## config.mk

```make
export PLATFORM = sky130hd
export DESIGN_NAME = stt_train_ctrl_flat
export DESIGN_NICKNAME = d
export VERILOG_FILES = /design/src/rtl/stt_train_ctrl_if.sv /design/src/rtl/stt_train_ctrl.sv /design/src/flat_wrapper.sv
export SDC_FILE = /design/constraint.sdc
export NUM_CORES = 1
export LEC_CHECK = 0
export BUFFER_PORTS_ARGS = -buffer_cell sky130_fd_sc_hd__buf_2
export CORE_MARGIN = 5
export CORE_UTILIZATION = 38
export DETAILED_ROUTE_END_ITERATION = 8
export GPL_TIMING_DRIVEN = 0
export PLACE_DENSITY_LB_ADDON = 0.05
export SLEW_MARGIN = 20
export SYNTH_ARGS = -nofsm -noshare
export SYNTH_HDL_FRONTEND = slang
export SYNTH_SLANG_ARGS = --single-unit
```

## constraint.sdc

```tcl
create_clock -name clk -period 4.1 [get_ports clk]
set_clock_uncertainty 0.2 [all_clocks]
set_input_delay 0 -clock clk [delete_from_list [all_inputs] [get_ports clk]]
set_output_delay 0 -clock clk [all_outputs]
set_load 0.05 [all_outputs]
```

## src/rtl/stt_train_ctrl_if.sv

```systemverilog
// rtl/stt_train_ctrl_if.sv - control inputs and position/status outputs of the train sequencer
interface stt_train_ctrl_if;
  logic       run;
  logic       depart_req;
  logic [5:0] total_loc;
  logic [3:0] section_loc;
  logic       dir;
  logic       door_open;
  logic       moving;
  logic       lcd_upd;

  modport master (
    output run, depart_req,
    input  total_loc, section_loc, dir, door_open, moving, lcd_upd
  );

  modport slave (
    input  run, depart_req,
    output total_loc, section_loc, dir, door_open, moving, lcd_upd
  );
endinterface

```

## src/rtl/stt_train_ctrl.sv

```systemverilog
// rtl/stt_train_ctrl.sv - shuttle train sequencer producing one-hot station/section codes
module stt_train_ctrl #(
  parameter int TICK_DIV      = 50_000_000,
  parameter int DWELL_TICKS   = 5,
  parameter int SECTION_TICKS = 2
) (
  input logic             clk,
  input logic             rst_n,
  stt_train_ctrl_if.slave bus
);
  localparam int PW = $clog2(TICK_DIV);
  localparam int DW = $clog2(DWELL_TICKS + 1);
  localparam int SW = $clog2(SECTION_TICKS + 1);
  localparam logic [PW-1:0] PRE_LAST   = PW'(TICK_DIV - 1);
  localparam logic [DW-1:0] DWELL_LAST = DW'(DWELL_TICKS - 1);
  localparam logic [SW-1:0] SECT_LAST  = SW'(SECTION_TICKS - 1);
  localparam logic [4:0]    POS_END    = 5'd20;

  typedef enum logic [1:0] {DWELL, CLOSE, RUN} state_t;

  state_t        state, state_nxt;
  logic [PW-1:0] pre_cnt;
  logic [DW-1:0] dwell_cnt, dwell_nxt;
  logic [SW-1:0] sect_cnt, sect_nxt;
  logic [4:0]    pos, pos_nxt, pos_adj;
  logic          dir_nxt, step, first_frame, tick;

  assign tick    = bus.run && (pre_cnt == PRE_LAST);
  assign pos_adj = bus.dir ? pos - 5'd1 : pos + 5'd1;

  always_ff @(posedge clk or negedge rst_n) begin
    if (!rst_n) begin
      state           <= DWELL;
      pre_cnt         <= '0;
      dwell_cnt       <= '0;
      sect_cnt        <= '0;
      pos             <= '0;
      first_frame     <= 1'b1;
      bus.total_loc   <= 6'b000001;
      bus.section_loc <= 4'b0001;
      bus.dir         <= 1'b0;
      bus.door_open   <= 1'b1;
      bus.moving      <= 1'b0;
      bus.lcd_upd     <= 1'b0;
    end else begin
      if (bus.run) begin
        pre_cnt <= tick ? '0 : pre_cnt + 1'b1;
      end
      state       <= state_nxt;
      dwell_cnt   <= dwell_nxt;
      sect_cnt    <= sect_nxt;
      pos         <= pos_nxt;
      first_frame <= 1'b0;
      // Outputs follow the next-state values so they change in the same cycle as the state.
      bus.total_loc   <= 6'b000001 << pos_nxt[4:2];
      bus.section_loc <= 4'b0001 << pos_nxt[1:0];
      bus.dir         <= dir_nxt;
      bus.door_open   <= (state_nxt == DWELL);
      bus.moving      <= (state_nxt == RUN);
      bus.lcd_upd     <= step | first_frame;
    end
  end

  always_comb begin
    state_nxt = state;
    dwell_nxt = dwell_cnt;
    sect_nxt  = sect_cnt;
    pos_nxt   = pos;
    dir_nxt   = bus.dir;
    step      = 1'b0;
    if (bus.run) begin
      unique case (state)
        DWELL: begin
          if (bus.depart_req) begin
            state_nxt = CLOSE;
            dwell_nxt = '0;
          end else if (tick) begin
            if (dwell_cnt == DWELL_LAST) begin
              state_nxt = CLOSE;
              dwell_nxt = '0;
            end else begin
              dwell_nxt = dwell_cnt + 1'b1;
            end
          end
        end
        CLOSE: begin
          if (tick) state_nxt = RUN;
        end
        RUN: begin
          if (tick) begin
            if (sect_cnt == SECT_LAST) begin
              sect_nxt = '0;
              step     = 1'b1;
              pos_nxt  = pos_adj;
              if (pos_adj[1:0] == 2'd0) state_nxt = DWELL;
              // Reverse on terminal arrival so pos stays within 0..20.
              if (pos_adj == 5'd0 || pos_adj == POS_END) dir_nxt = ~bus.dir;
            end else begin
              sect_nxt = sect_cnt + 1'b1;
            end
          end
        end
        default: state_nxt = DWELL;
      endcase
    end
  end
endmodule

```

## src/flat_wrapper.sv

```systemverilog
// flat-port wrapper written by rule: the top's interface ports become plain ports
module stt_train_ctrl_flat 
#(
  parameter int TICK_DIV      = 50_000_000,
  parameter int DWELL_TICKS   = 5,
  parameter int SECTION_TICKS = 2
)
  (clk, rst_n, bus_run, bus_depart_req, bus_total_loc, bus_section_loc, bus_dir, bus_door_open, bus_moving, bus_lcd_upd);
  stt_train_ctrl_if bus_i ();
  input logic clk;
  input logic rst_n;
  input wire logic [$bits(bus_i.run)-1:0] bus_run;
  input wire logic [$bits(bus_i.depart_req)-1:0] bus_depart_req;
  output wire logic [$bits(bus_i.total_loc)-1:0] bus_total_loc;
  output wire logic [$bits(bus_i.section_loc)-1:0] bus_section_loc;
  output wire logic [$bits(bus_i.dir)-1:0] bus_dir;
  output wire logic [$bits(bus_i.door_open)-1:0] bus_door_open;
  output wire logic [$bits(bus_i.moving)-1:0] bus_moving;
  output wire logic [$bits(bus_i.lcd_upd)-1:0] bus_lcd_upd;
  assign bus_i.run = bus_run;
  assign bus_i.depart_req = bus_depart_req;
  assign bus_total_loc = bus_i.total_loc;
  assign bus_section_loc = bus_i.section_loc;
  assign bus_dir = bus_i.dir;
  assign bus_door_open = bus_i.door_open;
  assign bus_moving = bus_i.moving;
  assign bus_lcd_upd = bus_i.lcd_upd;
  stt_train_ctrl #(.TICK_DIV(TICK_DIV), .DWELL_TICKS(DWELL_TICKS), .SECTION_TICKS(SECTION_TICKS)) u_core (.clk(clk), .rst_n(rst_n), .bus(bus_i));
endmodule
```

Word level (Yosys, flattened, before mapping):

Cells that the tools add are included.

* input bits: 4
* bits in latches: 0
* memory bits (read-only): 0
* memories: 0
* word-level logic and storage cells: 61
* register bits: 53
* bits in writable memories: 0
* output and inout port bits: 14

* order comparisons: 0
* equal/unequal tests: 7
* reductions and logical operators: 10
* bitwise operators: 2
* div/mod/pow operators: 0
* multiply operators: 0
* add/subtract/negate cells: 5
* shift operators: 2
* multiplexer cells: 23

Operators with widths (count)
* $add A26 B1 Y26 const B: 1
* $eq A26 B26 Y1 const B: 1
* $mux W26: 1
* $mux W5: 5
* $mux W2: 9
* $mux W3: 3
* $logic_not A2 Y1: 3
* $pmux W2 S3: 1
* $reduce_and A3 Y1: 2
* $shl A1 B3 Y6 const A: 1
* $add A5 B1 Y5 const B: 1
* $eq A5 B5 Y1 const B: 1
* $logic_not A5 Y1: 1
* $reduce_and A5 Y1: 1
* $sub A5 B1 Y5 const B: 1
* $eq A2 B1 Y1 const B: 2
* $eq A2 B2 Y1 const B: 2
* $mux W1: 4
* $shl A1 B2 Y4 const A: 1
* $add A3 B1 Y3 const B: 1
* $eq A3 B3 Y1 const B: 1
* $add A2 B1 Y2 const B: 1
* $reduce_bool A2 Y1: 1
* $logic_and A1 B1 Y1: 1
* other kinds (3): 3

Longest topological paths before layout:

Gate-level depths: netlist of the first run.

* depth in word-level cells: 9
* depth in mapped cells: 7
* depth with buffers taken out: 7

Worst setup path before layout of the first run:

No wires, ideal clock.

* kind: reg-to-reg
* start: reg u_core.bus.dir
* end: reg u_core.bus.total_loc[0]
* arrival time: 2394 ps
* required time: 3833 ps
* path buffers: 0
* library setup time: 67 ps
* clock period less this slack: 2662 ps
* path slack: 1438 ps
* stages on the path, launching flop included: 8
* cells stage by stage: dfrtp_1 > fa_1 > a211oi_1 > o2111ai_1 > a2111oi_1 > xnor2_1 > inv_1 > nor2_1

* cells in the longest elaborated chain, start to end: 6

Ends and longest elaborated chain
* start: declaration: line stt_train_ctrl_if.sv:19 `output total_loc, section_loc, dir, door_open, moving, lcd_upd`
* start signal: assignment: line stt_train_ctrl.sv:57 `bus.dir <= dir_nxt;`
* $mux W5: line stt_train_ctrl.sv:29 `assign pos_adj = bus.dir ? pos - 5'd1 : pos + 5'd1;`
* $mux W5: line stt_train_ctrl.sv:91 `if (sect_cnt == SECT_LAST) begin`
* $mux W5: line stt_train_ctrl.sv:90 `if (tick) begin`
* $mux W5: line stt_train_ctrl.sv:72 `unique case (state)`
* $mux W5: line stt_train_ctrl.sv:71 `if (bus.run) begin`
* net u_core.pos_nxt[4]: line stt_train_ctrl.sv:25 `logic [4:0] pos, pos_nxt, pos_adj;`
* $shl A1 B3 Y6: line stt_train_ctrl.sv:55 `bus.total_loc <= 6'b000001 << pos_nxt[4:2];`
* end signal: assignment: line stt_train_ctrl.sv:55
* end: declaration: line stt_train_ctrl_if.sv:19

The timed path passes the listed nets, and every way through them passes these cells.
A chain may end at the register's enable or synchronous reset.

Worst setup path in the final report of the first run:

Same ends and word-level chain as after synthesis.

==> impl_results.md, run 1 <==
- Layout cell share with drive strength beyond 1: 0.173
- Sink Count: 53
- Overflow after GRT: 0
- Asr flop ratio synth: 1.00
- First-pass GRT wire length: between 9000 and 10000 um
- Hold WS: just over 0.07 ns
- Max Cap Viol: 0
- Util after Layout: 0.446
- CP peak stage delay: 0.58 ns
- Drc violations: 0
- Core ar.: 6910 um^2
- Antenna diodes: 0
- Most used DFF post-synth: dfrtp_1
- Initial Util: 0.395
- Buffer and inverter count on the worst path: 1
- Syn_area_per_cell: 10.9 um^2
- Post-synth top area share: 0.450
- H-tree lvl count: 2
- Fmax: between 300 and 400 MHz
- # rows: 30
- Sequential group share of total power: 0.566
- R2R Setup Slk: ~1.3 ns
- Routed WL: between 5000 and 6000 um
- Vias in the first global route: 1906
- Skew-Pair Late Insertion Delay: 0.30 ns
- Clock power share: 0.357
- Synth Net Count: 262
- Rel. slew slack: 0.484
- PD cells: 335 nW/um^2
- Initial DRT Pass Iterations: 4
- Largest fanout on the critical path: 8
- Setup CP Type: flip-flop to flip-flop
- Hold crit path type: input pin to asynchronous set/reset pin
- Leakage: 1.39 nW
- Mapped cell area: ~2700 um^2
- DRT antenna net count: 0
- Worst VDD drop: 0.132 mV
- Crit path launch: u_core.bus.dir
- Switching power: 0.246 mW
- Die extent in x: around 95 um
- Post-Layout Cell Count: between 300 and 400
- Fin crit period: 2.80 ns
- Setup Buffers After CTS: 0
- Fin nets: 289
- Drt first-iter violations: 31
- Final hold vios: 0
- Startpoint Class: flip-flop
- Worst slew pin tran: about 0.77 ns
- EDFF count, synth: 0
- GRT Total Usage: 0.131
- #FFs+latches synth: 53
- Num CTS Buffers: 5
- Crit path DAT: 2.85 ns
- Most common cell in the synthesized netlist: dfrtp_1
- Via count: about 1900
- Yosys cell types: 54
- Post-synth top cells: 49 x dfrtp_1, 22 x nor2_1, 17 x nand2_1, 17 x xnor2_1, 14 x nand3_1
- Antenna violations before repair: 0
- Fin crit share: 0.683
- Port Buffers: 17
- CTS tree: done
- Critical Path, Cell by Cell: fa_1, a211oi_1, o2111ai_1, a2111oi_1, xnor2_1, inv_1, nor2_1
- Yosys warnings: 0
- Total negative setup slack: 0 ns
- Gate power share: 0.078
- Worst R2R Start: u_core.bus.dir
- Synth top area cells: dfrtp_1 45%, xnor2_1 5.5%, dfstp_2 3.9%, xor2_1 3.9%, ha_1 3.2%
- GP Congestion: 0.754
- Post-synth top area cell: dfrtp_1
- Bufs on Longest Clock Path: 2
- Pint: 0.786 mW
- Final Setup Violations: 0
- Largest net degree at the start of global routing: 54
- Crit path capture type: flip-flop
- Num ports: 18
- Post-synthesis cell count: 250
- Req. time, crit path: 4.15 ns
- Unrepaired setup endpoints after global routing: no
- Post-synthesis sequential area ratio: 0.488
- CP max stage cell: a2111oi_1
- Drt wl/cell: 14.1 um
- Clock Pin Slew Worst Setup and Hold Paths: about 0.10 ns
- Area delta synth->final: 13.0%
- HPWL after DPL: about 3700 um
- Die height: 94.7 um
- Final Power: 1.03 mW
- CTS root buf: clkbuf_8
- Placed cell count: 363
- Switching part of the total: 0.238
- Outcome: completed
- Max-slew violations: 0
- CP top delay family: compound AO/OA/AOI/OAI gates
- Die area: around 9000 um^2
- Drt via density: around 5.1
layout make-up:
| type | instances | area, um^2 |
|---|---|---|
| fillers | 678 | 3820 |
| plain buffers | 7 | 40.0 |
| well taps | 96 | 120 |
| flip-flops and latches | 53 | 1330 |
| repair buffers | 20 | 118 |
| inverters | 7 | 26.3 |
| clock buffers | 7 | 86.3 |
| multi-input cells | 183 | 1330 |
| clock inverters | 1 | 30.0 |
cells by family (layout without fill, tap and decap cells):
| group | after synthesis | count (layout) | synth area share |
|---|---|---|---|
| flops | 53 | 53 | 0.488 |
| mux | 8 | 8 | 0.0307 |
| other cells | 1 | 1 | 0.00137 |
| compound gates | 28 | 28 | 0.0766 |
| simple gates | 108 | 108 | 0.238 |
| xor+xnor | 30 | 30 | 0.101 |
| fa+ha+maj | 8 | 8 | 0.0394 |
| buf+inv | 14 | 42 | 0.0243 |
layout by cell type, fill, tap and decap left out, types with 7 or more instances in the layout:
cell type  count
nor2_1        22
o21ai_0       10
buf_2         18
inv_1          7
xor2_1        12
nand3_1       14
nand4_1        9
dfrtp_1       49
ha_1           7
xnor2_1       17
nand2_1       17
per-layer routing:
layer | global-route usage | vias up | share of wire
met1 | 0.168 | 917 | 0.47
met3 | 0.0231 | 8 | 0.038
met4 | 0.0541 | 0 | 0.016
met2 | 0.219 | 33 | 0.47
met5 | 0 | - | 0
li1 | - | 937 | -
power by group through the flow:
stage               registers (mW)  logic (mW)  clock network, mW
floorplan                    0.595      0.0489                  0
global placement             0.595      0.0785                  0
detailed placement           0.594      0.0794                  0
CTS                          0.584      0.0825              0.385
global route                 0.592      0.0929              0.406
finish                       0.584      0.0802              0.368
worst register-to-register path, delay by kind of cell (launching register included):
kind | cells | cell delay (ns)
flops | 1 | 0.51
compound gates | 3 | 1.07
xor+xnor | 1 | 0.22
buf+inv | 1 | 0.10
simple gates | 1 | 0.12
fa+ha+maj | 1 | 0.53
per-stage QoR:
stage / area, um^2 / setup slack [ns]
floorplan: 2730 / 1.44
global placement: 2930 / 1.29
detailed placement: 2940 / 1.31
CTS: 3080 / 1.27
global route: 3080 / 1.09
finish: 3080 / 1.30
final timing paths:
kind / to / cells after the start
setup reg to reg: u_core.bus.total_loc[0] / 7
hold / removal: u_core.bus.section_loc[1] / 2
setup / recovery: u_core.bus.total_loc[0] / 7
min in group clk: u_core.sect_cnt[0] / 1
max in group asynchronous: u_core.pre_cnt[0] / 2
hold reg to reg: u_core.sect_cnt[0] / 1
flip-flops by register name (all words and copies together), names as in the netlist, named ones only:
| register | flops |
|---|---|
| u_core.pre_cnt | 26 |
| u_core.bus.total_loc | 6 |
| u_core.pos | 5 |
| u_core.bus.section_loc | 4 |
| u_core.dwell_cnt | 3 |
| u_core.sect_cnt | 2 |
| u_core.bus.dir | 1 |
| u_core.bus.door_open | 1 |
| u_core.bus.lcd_upd | 1 |
| u_core.bus.moving | 1 |
| u_core.first_frame | 1 |
| u_core.state | 1 |
what timing repair did:
action / CTS / global route
hold buffers: 3 / 0
resized for setup: 0 / 0
setup endpoints to repair: 0 / 0
endpoints found under the hold margin: 58 / 0
No activity file was read; power rests on OpenSTA's default activity.
==> inputs of run 2 (changes only) <==
Clock period 4.1 ns to 2.65 ns, I/O delays scaled along.
==> run 2 against run 1 <==
  * Die area is the same
  * Sequential power grew 55%
  * First-iteration DRC count grew 77%
  * Non-clock buffer count is the same
  * Sequential share of layout area grew 0.093 points
  * Global-route usage shrank 0.12 points
  * Fmax grew 15%
  * Register-to-register slack lost 1.1 ns
  * Critical endpoint is now u_core.bus.dir
  * Largest cell class is now multi-input gates
==> impl_results.md, run 2 (synthesis results as in run 1) <==
- Core ar.: 6910 um^2
- Crit path DAT: roughly 2.5 ns
- Fin crit share: 0.923
- Hold crit path type: input pin to asynchronous set/reset pin
- Most common cell after layout, fill and taps aside: dfrtp_1
- Worst R2R Start: u_core.bus.dir
- Largest register FFs: 26
- Drt via density: 4.95
- Port Buffers: 17
- GRT met2 Usage: 0.198
- PD cells: 498 nW/um^2
- Crit path capture type: flip-flop
- DRT antenna net count: 0
- Drt wl/cell: 13.8 um
- Via count: 1853
- Num CTS Buffers: 5
- H-tree lvl count: 2
- Drt first-iter violations: 55
- Bufs on Longest Clock Path: 2
- Hold WS: 0.0767 ns
- Setup CP Type: flip-flop to flip-flop
- Gr busiest metal: met2
- Clock Pin Slew Worst Setup and Hold Paths: 0.09 ns
- Layout cell share with drive strength beyond 1: 0.187
- Largest fanout on the critical path: 8
- GRT Total Usage: 0.130
- Final hold vios: 0
- Die extent in x: 94.7 um
- Post-Layout Cell Count: 374
- Crit path launch: u_core.bus.dir
- Max Cap Viol: 0
- Final Power: 1.53 mW
- Unrepaired setup endpoints after global routing: no
- Worst slew pin tran: 0.725 ns
- Top Registers: u_core.pre_cnt (26), u_core.bus.total_loc (6), u_core.pos (5)
- Initial Util: 0.395
- Outcome: completed
- # rows: 30
- CTS root buf: clkbuf_8
- Routed WL: approximately 5200 um
- Initial DRT Pass Iterations: 4
- Num ports: 18
- HPWL after DPL: 3710 um
- Worst VDD drop: 0.334 mV
- Antenna violations before repair: 0
- Placed cell count: 363
- Total negative setup slack: 0 ns
- First-pass GRT wire length: around 9300 um
- Sink Count: 53
- Skew-Pair Late Insertion Delay: 0.30 ns
- Overflow after GRT: 0
- Leakage: 1.39 nW
- Fin nets: 289
- Startpoint Class: flip-flop
- Fmax: 409 MHz
- Req. time, crit path: 2.67 ns
- Vias in the first global route: around 1900
- CTS tree: done
- M1 GR Usage: 0.187
- Die area: 8970 um^2
- GP Congestion: between 0.7 and 0.8
- Commonest non-fill, non-tap cells in the layout: 48 x dfrtp_1, 22 x nor2_1, 18 x buf_2
- GRT met3 Usage: 0.0295
- Largest net degree at the start of global routing: 54
- Die height: roughly 95 um
- Antenna diodes: 0
- Fin crit period: 2.45 ns
- Drc violations: 0
- Area delta synth->final: 12.8%
- Rel. slew slack: 0.513
- Final Setup Violations: 0
- Largest register by flop count: u_core.pre_cnt
- Max-slew violations: 0
-- run 2: stage by stage --
stage	utilization	cell area (um^2)	setup slack, ns
after floorplan	-	2730	0.127
after global placement	0.425	2930	-0.0534
after detailed placement	0.425	2940	-0.0242
after CTS	0.445	3070	0.0226
after global routing	0.446	3080	0.0324
final	0.446	3080	0.204
-- run 2: critical path, cell delays in order, from the launching register on --
cell and delay [ns]:
dfrtp_2 0.49, ha_1 0.40, and3_1 0.21, or3_1 0.38, and2_1 0.21, nor4_2 0.24, mux2i_1 0.22
-- run 2: layout make-up --
type                       instances  area (um^2)
clock buffer                       7         96.3
clock inverter                     1         5.00
sequential                        53         1330
multi-input combinational        183         1340
timing repair buffer              20          118
tap                               96          120
fill                             681         3830
buffer                             7         40.0
inverter                           7         26.3
-- run 2: routing by layer --
layer	part of all wire	vias to the layer above
met4	0.012	0
met1	0.54	891
li1	-	939
met3	0.029	5
met5	0	-
met2	0.42	18
-- run 2: final timing paths --
check                      slack (ns)  cells past startpoint                      end
min in group clk                 0.29                      1       u_core.sect_cnt[0]
max in group asynchronous        1.71                      2           u_core.bus.dir
min reg2reg                      0.29                      1       u_core.sect_cnt[0]
max reg2reg                      0.20                      6           u_core.bus.dir
max                              0.20                      6           u_core.bus.dir
min                              0.08                      2  u_core.bus.total_loc[5]
-- run 2: what timing repair did --
action / in CTS / in global routing
buffers inserted: 0 / 0
pin swaps: 0 / 1
gates cloned: 0 / 0
endpoints found under the setup margin: 3 / 7
hold endpoints to repair: 58 / 0
resized for setup: 1 / 1
hold buffers: 3 / 0
-- run 2: report_power, final --
part | leakage, nW | internal, mW | switching [mW]
combinational | 0.650 | 0.0532 | 0.0741
sequential | 0.687 | 0.855 | 0.0481
clock | 0.0542 | 0.237 | 0.266
total | 1.39 | 1.15 | 0.388
